### src/rtl/twiddle_seq.sv
// Twiddle ROM read sequencer: walks every stage/butterfly, issues ROM reads under
// FIFO credit, buffers returns in a fall-through FIFO. Optional macro: TWIDDLE_CONJ_EN.
//
// state   | meaning
// --------+-----------------------------------------------
// S_IDLE  | waiting for start
// S_RUN   | issuing addresses while credit is available
// S_DRAIN | all addresses issued, emptying pipe and FIFO
// S_DONE  | one-cycle done pulse
module twiddle_seq #(
  parameter int FFT_SIZE      = 4096,
  parameter int TWIDDLE_WIDTH = 50,
  parameter int ROM_LATENCY   = 1,
  parameter int FIFO_DEPTH    = 4
) (
  input  logic                              clk,
  input  logic                              rst_n,
  input  logic                              start,
  input  logic                              inverse,
  output logic [$clog2(FFT_SIZE/2)-1:0]     twiddle_addr,
  input  logic [TWIDDLE_WIDTH-1:0]          twiddle_in,
  output logic [TWIDDLE_WIDTH-1:0]          tw_data,
  output logic [$clog2($clog2(FFT_SIZE))-1:0] tw_stage,
  output logic [$clog2(FFT_SIZE)-2:0]       tw_bfly,
  output logic                              tw_valid,
  input  logic                              tw_ready,
  output logic                              busy,
  output logic                              done
);
  localparam int LOG2N = $clog2(FFT_SIZE);
  localparam int AW    = LOG2N - 1;
  localparam int SW    = $clog2(LOG2N);
  localparam int TGW   = SW + AW;
  localparam int PW    = $clog2(FIFO_DEPTH);
  localparam int CW    = $clog2(FIFO_DEPTH + 1);
  localparam int HALF  = TWIDDLE_WIDTH / 2;

  localparam logic [1:0] S_IDLE  = 2'd0;
  localparam logic [1:0] S_RUN   = 2'd1;
  localparam logic [1:0] S_DRAIN = 2'd2;
  localparam logic [1:0] S_DONE  = 2'd3;

  logic [1:0]               r_state;
  logic [SW-1:0]            r_s;
  logic [AW-1:0]            r_b;
  logic [ROM_LATENCY-1:0]   r_pipe_v;
  logic [TGW-1:0]           r_pipe_tag [ROM_LATENCY];
  logic [CW-1:0]            r_infl;
  logic [CW-1:0]            r_cnt;
  logic [PW-1:0]            r_wr_ptr;
  logic [PW-1:0]            r_rd_ptr;
  logic [TWIDDLE_WIDTH-1:0] r_mem_d [FIFO_DEPTH];
  logic [TGW-1:0]           r_mem_t [FIFO_DEPTH];

  logic                     w_issue;
  logic                     w_last;
  logic                     w_push;
  logic                     w_pop;
  logic [CW-1:0]            w_cnt_nxt;
  logic [CW-1:0]            w_infl_nxt;
  logic [AW-1:0]            w_mask;
  logic [TWIDDLE_WIDTH-1:0] w_push_data;

  // Credit counts words already buffered plus reads still in the ROM pipe.
  assign w_issue    = (r_state == S_RUN) &&
                      (({1'b0, r_cnt} + {1'b0, r_infl}) < (CW+1)'(FIFO_DEPTH));
  assign w_last     = (r_s == SW'(LOG2N - 1)) && (r_b == '1);
  assign w_push     = r_pipe_v[ROM_LATENCY-1];
  assign w_pop      = (r_cnt != '0) && tw_ready;
  assign w_cnt_nxt  = r_cnt + CW'(w_push) - CW'(w_pop);
  assign w_infl_nxt = r_infl + CW'(w_issue) - CW'(w_push);

  assign w_mask       = (AW'(1) << r_s) - AW'(1);
  assign twiddle_addr = (r_b & w_mask) << (SW'(LOG2N - 1) - r_s);

`ifdef TWIDDLE_CONJ_EN
  logic            r_inverse;
  logic [HALF-1:0] w_im;
  assign w_im = twiddle_in[HALF-1:0];

  // Conjugate on write; the most negative imaginary value saturates.
  always_comb begin
    w_push_data = twiddle_in;
    if (r_inverse) begin
      w_push_data[HALF-1:0] = (w_im == {1'b1, {(HALF-1){1'b0}}}) ?
                              {1'b0, {(HALF-1){1'b1}}} : -w_im;
    end
  end

  always_ff @(posedge clk or negedge rst_n) begin
    if (!rst_n)                          r_inverse <= 1'b0;
    else if (r_state == S_IDLE && start) r_inverse <= inverse;
  end
`else
  logic w_unused_inverse;
  assign w_unused_inverse = inverse;
  assign w_push_data      = twiddle_in;
`endif

  always_ff @(posedge clk or negedge rst_n) begin
    if (!rst_n) begin
      r_state <= S_IDLE;
      r_s     <= '0;
      r_b     <= '0;
    end else begin
      case (r_state)
        S_IDLE:  if (start) r_state <= S_RUN;
        S_RUN:   if (w_issue && w_last) r_state <= S_DRAIN;
        S_DRAIN: if (w_infl_nxt == '0 && w_cnt_nxt == '0) r_state <= S_DONE;
        default: r_state <= S_IDLE;
      endcase
      if (w_issue) begin
        if (w_last) begin
          r_s <= '0;
          r_b <= '0;
        end else if (r_b == '1) begin
          r_b <= '0;
          r_s <= r_s + SW'(1);
        end else begin
          r_b <= r_b + AW'(1);
        end
      end
    end
  end

  always_ff @(posedge clk or negedge rst_n) begin
    if (!rst_n) begin
      r_pipe_v <= '0;
      r_infl   <= '0;
      for (int i = 0; i < ROM_LATENCY; i++) r_pipe_tag[i] <= '0;
    end else begin
      r_pipe_v[0]   <= w_issue;
      r_pipe_tag[0] <= {r_s, r_b};
      for (int i = 1; i < ROM_LATENCY; i++) begin
        r_pipe_v[i]   <= r_pipe_v[i-1];
        r_pipe_tag[i] <= r_pipe_tag[i-1];
      end
      r_infl <= w_infl_nxt;
    end
  end

  always_ff @(posedge clk or negedge rst_n) begin
    if (!rst_n) begin
      r_cnt    <= '0;
      r_wr_ptr <= '0;
      r_rd_ptr <= '0;
      for (int i = 0; i < FIFO_DEPTH; i++) begin
        r_mem_d[i] <= '0;
        r_mem_t[i] <= '0;
      end
    end else begin
      r_cnt <= w_cnt_nxt;
      if (w_push) begin
        r_mem_d[r_wr_ptr] <= w_push_data;
        r_mem_t[r_wr_ptr] <= r_pipe_tag[ROM_LATENCY-1];
        r_wr_ptr <= (r_wr_ptr == PW'(FIFO_DEPTH - 1)) ? '0 : r_wr_ptr + PW'(1);
      end
      if (w_pop) begin
        r_rd_ptr <= (r_rd_ptr == PW'(FIFO_DEPTH - 1)) ? '0 : r_rd_ptr + PW'(1);
      end
    end
  end

  assign tw_valid            = (r_cnt != '0);
  assign tw_data             = r_mem_d[r_rd_ptr];
  assign {tw_stage, tw_bfly} = r_mem_t[r_rd_ptr];
  assign busy                = (r_state != S_IDLE);
  assign done                = (r_state == S_DONE);

endmodule

### config.mk
export PLATFORM = sky130hd
export DESIGN_NAME = twiddle_seq
export DESIGN_NICKNAME = d
export VERILOG_FILES = /design/src/rtl/twiddle_seq.sv
export SDC_FILE = /design/constraint.sdc
export NUM_CORES = 1
export LEC_CHECK = 0
export ABC_AREA = 1
export BUFFER_PORTS_ARGS = -buffer_cell sky130_fd_sc_hd__buf_4
export CAP_MARGIN = 5
export CELL_PAD_IN_SITES_DETAIL_PLACEMENT = 1
export CELL_PAD_IN_SITES_GLOBAL_PLACEMENT = 2
export CORE_AREA = 2 2 200 202
export CTS_CLUSTER_SIZE = 28
export DETAILED_ROUTE_END_ITERATION = 8
export DIE_AREA = 0 0 202 204
export MAX_ROUTING_LAYER = met4
export PLACE_DENSITY_LB_ADDON = 0.1
export SYNTH_ARGS = -nofsm -noshare
export SYNTH_HDL_FRONTEND = slang
export SYNTH_SLANG_ARGS = --single-unit
### constraint.sdc
create_clock -name clk -period 4.18 [get_ports clk]
set_clock_uncertainty 0.2 [all_clocks]
set_input_delay 0.418 -clock clk [delete_from_list [all_inputs] [get_ports clk]]
set_output_delay 0.418 -clock clk [all_outputs]
set_load 0.03 [all_outputs]
==> results of run 1 <==
-- cell usage in the layout, fill, tap and decap left out, types with 14 or more instances in the layout --
cell / synthesis / layout
nor2_1: 161 / 161
clkbuf_1: 95 / 14
o22ai_1: 66 / 66
buf_4: 3 / 148
ha_1: 24 / 24
o21ai_0: 403 / 403
dlygate4sd3_1: 0 / 48
nand3_1: 44 / 44
clkbuf_16: 0 / 39
nand2_1: 333 / 329
inv_1: 112 / 110
dfrtp_1: 303 / 301
-- path summary, 6_finish.rpt --
check | endpoint | slack [ps] | depth (start not counted)
setup / recovery | twiddle_addr[7] | 590 | 12
hold / removal | r_mem_d[39] | 20 | 3
setup reg to reg | r_state[0] | 840 | 13
hold reg to reg | r_pipe_tag[1] | 240 | 0
max in group asynchronous | r_rd_ptr[0] | 2440 | 3
min in group asynchronous | r_mem_d[12] | 270 | 2
-- through the flow --
| stage | std cells | hold WS, ps | total power [µW] |
|---|---|---|---|
| global placement | 2202 | 239 | 10000 |
| global route | 2312 | 35.8 | 14200 |
| detailed placement | 2202 | 234 | 10200 |
| finish | 2312 | 23.2 | 13200 |
| CTS | 2312 | 2.84 | 13400 |
| floorplan | 1631 | -77.6 | 8010 |
-- sequential cells by signal, indices dropped and copies added, names as in the netlist --
register    flops
r_mem_t        60
r_b            11
r_wr_ptr        2
r_cnt           3
r_s             4
r_infl          3
r_pipe_v        1
r_pipe_tag     15
r_state         2
r_rd_ptr        2
r_mem_d       200
-- worst reg2reg max path: cells and delay by family (launching register included) --
kind,cells,cell delay (ps)
AOI/OAI and AO/OA,1,410
and+or+nand+nor,7,860
DFF,1,420
buffers and inverters,1,40
adders and majority gates,4,1290
-- final cells by class --
type,instances,area (µm²),area share (%)
Multi-Input combinational cell,1105,5430,32.0
Clock inverter,2,38.8,0.229
Tap cell,525,657,3.88
Timing Repair Buffer,200,1670,9.84
Clock buffer,60,1120,6.64
Sequential cell,303,7590,44.8
Inverter,117,442,2.61
-- cells by family (layout without fill, tap and decap cells) --
family / after synthesis / count (layout) / share of synthesized area [%]
AND/OR/NAND/NOR: 582 / 582 / 17.5
AO/OA/AOI/OAI: 489 / 489 / 18.5
flip-flops: 303 / 303 / 54.8
buffers and inverters: 223 / 379 / 6.23
adder cells (fa/ha/maj): 26 / 26 / 2.46
XOR/XNOR: 8 / 8 / 0.506
-- routing by layer --
| metal | GRT usage (%) | share of wire, % |
|---|---|---|
| met1 | 26.8 | 47 |
| met2 | 33.7 | 48 |
| met3 | 3.03 | 3.3 |
| met4 | 5.80 | 2.0 |
| met5 | - | 0 |
-- synthesized netlist by cell type, types with 6 or more instances --
| cell | instances |
|---|---|
| dfrtp_1 | 303 |
| nand3_2 | 10 |
| clkbuf_1 | 95 |
| inv_1 | 112 |
| a21oi_1 | 10 |
| nand2_1 | 333 |
| o22ai_1 | 66 |
| o21ai_0 | 403 |
| nor3_1 | 6 |
| ha_1 | 24 |
| nor2_1 | 161 |
| nand4_1 | 6 |
| nand3_1 | 44 |
-- power groups by stage --
| stage | Clock (µW) | Sequential, µW | Combinational [µW] |
|---|---|---|---|
| after floorplan | 0 | 4410 | 3610 |
| after global placement | 0 | 4540 | 5490 |
| after detailed placement | 0 | 4570 | 5590 |
| after CTS | 3210 | 4530 | 5640 |
| after global routing | 3330 | 4670 | 6190 |
| final | 3110 | 4530 | 5530 |
-- timing repair --
action / in CTS / in global routing
hold endpoints to repair: 229 / 0
hold buffers: 48 / 0
setup endpoints to repair: 0 / 0
==> metrics, run 1 <==
TritonCTS clock tree=built; Layout Utilization=43.2%; distinct cell type count after synthesis=39; Initial Util=a little over a third; Worst Tran Pin Value=roughly 900 ps; Hold Fails Final Rpt=0; type of origin of the critical path=flop; outcome=finished, final reports clean; first-pass GRT wire length=approximately 66 mm; Gate power share=42.0%; VDD IR max=between 400 and 500 µV; slew margin rel.=about 40%; slowest CP cell=dfrtp_1; vias=~12,000; vias in the first global route=~12,000; arrival time at the worst endpoint=just under 3000 ps; Die Y=just over 200 µm; final setup margin=about 590 ps; DR DRC count=0; Pins Over Slew Limit=0; Worst R2R Start=r_cnt[1]; ys flop type=dfrtp_1; Netlist Area Pre-Place=about 0.014 mm²; Yosys reg bits=a little over 300; vias per cell=~5.0; antenna diode count=0; Seq/Total Area, Yosys=between 50% and 60%; sequential share of power=34.4%; IO buf count=132; post_cts resized=0; CP Max Fanout=12; Synth async-reset ratio=100%; pwr dens=777 mW/mm²; post-layout min period=between 3000 and 4000 ps; clk slew on worst S/H paths=around 50 ps; clock latency on the worst-skew pair=540 ps; critical path startpoint=r_s[0]; Setup Fix Bufs, Post-CTS=0; share of layout cells above drive strength 1=13.7%; Max Cap Viol=0; synth warn=0; Core ar.=around 0.039 mm²; slowest cell delay on critical path=between 400 and 500 ps; Layout fillers=4,595; endpoints failing setup=0; overall routed net length=40.1 mm; Tcrit/Tclk final=between 80% and 90%; area grow syn2layout=22.4%; Pleak=a little over 0.008 µW; Final nets=about 1,800; WP buf/inv=2; Hold Startpoint=twiddle_in[39]; DR WL/cell=about 17 µm; crit-path cells=buf_4, ha_1, nand3_2, ha_1, nor2_1, o21ai_0, nor2_1, a31oi_2, nand2_1, nand2_1, nor2_2, buf_4; post-synthesis average cell area=roughly 8.5 µm²; final RePlAce weighted congestion=roughly 0.76; syn_nets=roughly 1,700; H-tree depth=2; P_int=7740 µW; Routed Antenna Nets=0; hpwl dp=23.5 mm; CTS Sinks=approximately 300; sw frac=between 40% and 50%; Cell Rows=73; Clock power frac=roughly a quarter; Max Clk Rate=around 280 MHz; dpl ws=between 800 and 900 ps; largest net degree at the start of global routing=around 130; Synth area leader=dfrtp_1; CTS buffer count=37; Post-synth EDFFs=0; initial DRC count=between 400 and 500; synth top area cells=dfrtp_1 55%, o21ai_0 15%, nand2_1 9.0%; Cells after Synth=around 1,600; Chip Width=202 µm; CP Class=flop to primary output; clk buf depth=3; top-area cell type share of the netlist area=between 50 and 60%; min-delay worst type=primary input to flop; setup TNS=0 ps; Overall Global Routing Usage=~21%; critical path capture point type=primary output; die area=~0.041 mm²; Remaining Overflow, GRT=0; required time worst endpoint=~3600 ps; post-route cell area=roughly 0.017 mm²; RSZ-0062 raised after global routing=no; clk root buf=clkbuf_16; DR pass1 iterations=4; I/O Pins=about 130; placed cell areas=0.0153 mm²; antenna violations before repair=0; cell family with most CP delay=adder cells; Psw=5430 µW
Power figures use the tool's default switching activity.
==> run 2, diff against run 1 <==
--- a/config.mk
+++ b/config.mk
@@ -15,7 +15,7 @@
 export DETAILED_ROUTE_END_ITERATION = 8
 export DIE_AREA = 0 0 202 204
 export MAX_ROUTING_LAYER = met4
-export PLACE_DENSITY_LB_ADDON = 0.1
+export PLACE_DENSITY_LB_ADDON = 0.25
 export SYNTH_ARGS = -nofsm -noshare
 export SYNTH_HDL_FRONTEND = slang
 export SYNTH_SLANG_ARGS = --single-unit
==> run 2 against run 1 <==
Sequential share of layout area fell by 0.34 points. Sequential cell count is the same. First-iteration DRC count grew 5.7%. Non-clock buffer count fell by 3. Die area unchanged. Final cell count unchanged. Critical endpoint unchanged. Design area is 0.78% higher. Register-to-register slack improved by 70 ps. Global-route usage shrank 0.40 points. Core utilization up 0.34 points. Critical path depth stayed put.
==> metrics, run 2 (same netlist as run 1, synthesis figures left out) <==
slew margin rel.=between 30% and 40%; Max Clk Rate=267 MHz; Worst R2R Start=r_infl[1]; worst reg2reg path depth=13; required time worst endpoint=3560 ps; post_cts resized=0; H-tree depth=2; type of origin of the critical path=flop; clk slew on worst S/H paths=approximately 60 ps; pwr dens=roughly 780 mW/mm²; hold_buf cts=47; clk buf depth=3; Tcrit/Tclk final=between 80 and 90%; vias=11,544; most frequent cells in the layout=403 x o21ai_0, 329 x nand2_1, 301 x dfrtp_1, 161 x nor2_1, 142 x buf_4; most common cell after layout, fill and taps aside=o21ai_0; area grow syn2layout=23.4%; IO buf count=about 130; Routed Antenna Nets=0; reg-to-reg endpoint=r_state[1]; CP Class=flop to primary output; Worst Tran Pin Value=953 ps; antenna diode count=0; vias per cell=approximately 5.0; wl on met1=roughly 18 mm; Max Cap Viol=0; CTS buffer count=37; overall routed net length=between 30 and 40 mm; Top reg by flops=r_mem_d; Hold Path Stages=3; vias in the first global route=12,181; Final nets=around 1,800; final RePlAce weighted congestion=0.797; Cell Rows=73; min-delay worst type=primary input to flop; CP Max Fanout=13; I/O Pins=approximately 130; placed cell areas=approximately 0.015 mm²; VDD IR max=approximately 340 µV; share of layout cells above drive strength 1=about 14%; WL met3=about 1.2 mm; first-pass GRT wire length=65.3 mm; DR pass1 iterations=5; Die Y=204 µm; Layout fillers=4,578; clk root buf=clkbuf_16; Pins Over Slew Limit=0; hold endpoint=r_mem_d[3]; Initial Util=a little over a third; clock latency on the worst-skew pair=around 540 ps; DR DRC count=0; post-layout min period=3750 ps; largest registers=r_mem_d (200), r_mem_t (60), r_pipe_tag (15); critical path capture point type=primary output; Chip Width=just over 200 µm; setup TNS=0 ps; die area=roughly 0.04 mm²; initial DRC count=522; Pleak=a little over 0.008 µW; endpoints failing setup=0; hpwl dp=about 23 mm; Overall Global Routing Usage=20.2%; RSZ-0062 raised after global routing=no; post-route cell area=~0.017 mm²; register area=~0.0076 mm²; outcome=finished, final reports clean; arrival time at the worst endpoint=between 3000 and 4000 ps; setup slack, reg-to-reg=approximately 910 ps; WL met2=between 15 and 20 mm; largest net degree at the start of global routing=roughly 130; DR WL/cell=between 15 and 20 µm; Setup Fix Bufs, Post-CTS=0; Core ar.=0.0392 mm²; Hold Startpoint=twiddle_in[3]; Top Layer Used=met4; TritonCTS clock tree=built; antenna violations before repair=0; Hold Fails Final Rpt=0; max reg flops=200; Multi-input gate area=about 0.0054 mm²; CTS Sinks=just over 300; Remaining Overflow, GRT=0
run 2: cell types whose count changed in the layout (fill, tap and decap cells not counted), sizes merged:
cell	delta
clkinv	+5
clkbuf	-4
buf	-2
bufinv	+2
clkinvlp	+1
dlygate4sd3	-1
inv	-1
run 2: power breakdown:
| group | internal, µW | switching [µW] |
|---|---|---|
| clock | 2050 | 1250 |
| sequential | 3970 | 667 |
| combinational | 1900 | 3540 |
| total | 7910 | 5450 |
run 2: area by class of cell:
type | count | area share, %
flip-flops and latches | 303 | 44.4
multi-input cells | 1105 | 31.8
repair buffers | 197 | 9.91
clock buffers | 56 | 6.62
well taps | 525 | 3.85
inverters | 117 | 2.59
clock inverters | 9 | 0.762
run 2: worst max-delay path by stage:
stage | from | end | slack [ps] | depth (start not counted)
after floorplan | r_infl[1] | r_state[0] | 1200 | 13
after global placement | r_infl[1] | r_state[1] | 930 | 13
after detailed placement | r_infl[1] | r_state[1] | 870 | 13
after CTS | r_s[0] | twiddle_addr[10] | 390 | 16
after global routing | r_s[1] | twiddle_addr[10] | 70 | 16
final | r_s[1] | twiddle_addr[7] | 430 | 12
run 2: worst max-delay path: stages, from the launching register on:
cell and delay (ps):
dfrtp_1 380, inv_1 310, ha_1 340, nand3_2 150, ha_1 340, nor2_1 70, o21ai_0 380, nor2_1 90
a31oi_2 180, nand2_1 80, nand2_1 70, nor2_2 30, buf_4 160
run 2: through the flow:
step / total power (µW) / instances / hold slack, ps / worst slack, ps / util [%]
3_5_place_dp: 10200 / 2200 / 244 / 872 / 39.2
2_1_floorplan: 8010 / 1631 / -77.6 / 1200 / -
5_1_grt: 14400 / 2312 / 20.3 / 74.5 / 43.6
4_1_cts: 13600 / 2312 / 2.21 / 389 / 43.6
6_report: 13400 / 2312 / 18.1 / 431 / 43.6
3_3_place_gp: 10000 / 2200 / 235 / 926 / 39.2
run 2: routing by layer:
metal	up-vias	global-route usage (%)
li1	5654	-
met1	5711	25.2
met2	135	34.8
met3	44	3.17
met4	0	4.49
met5	-	-
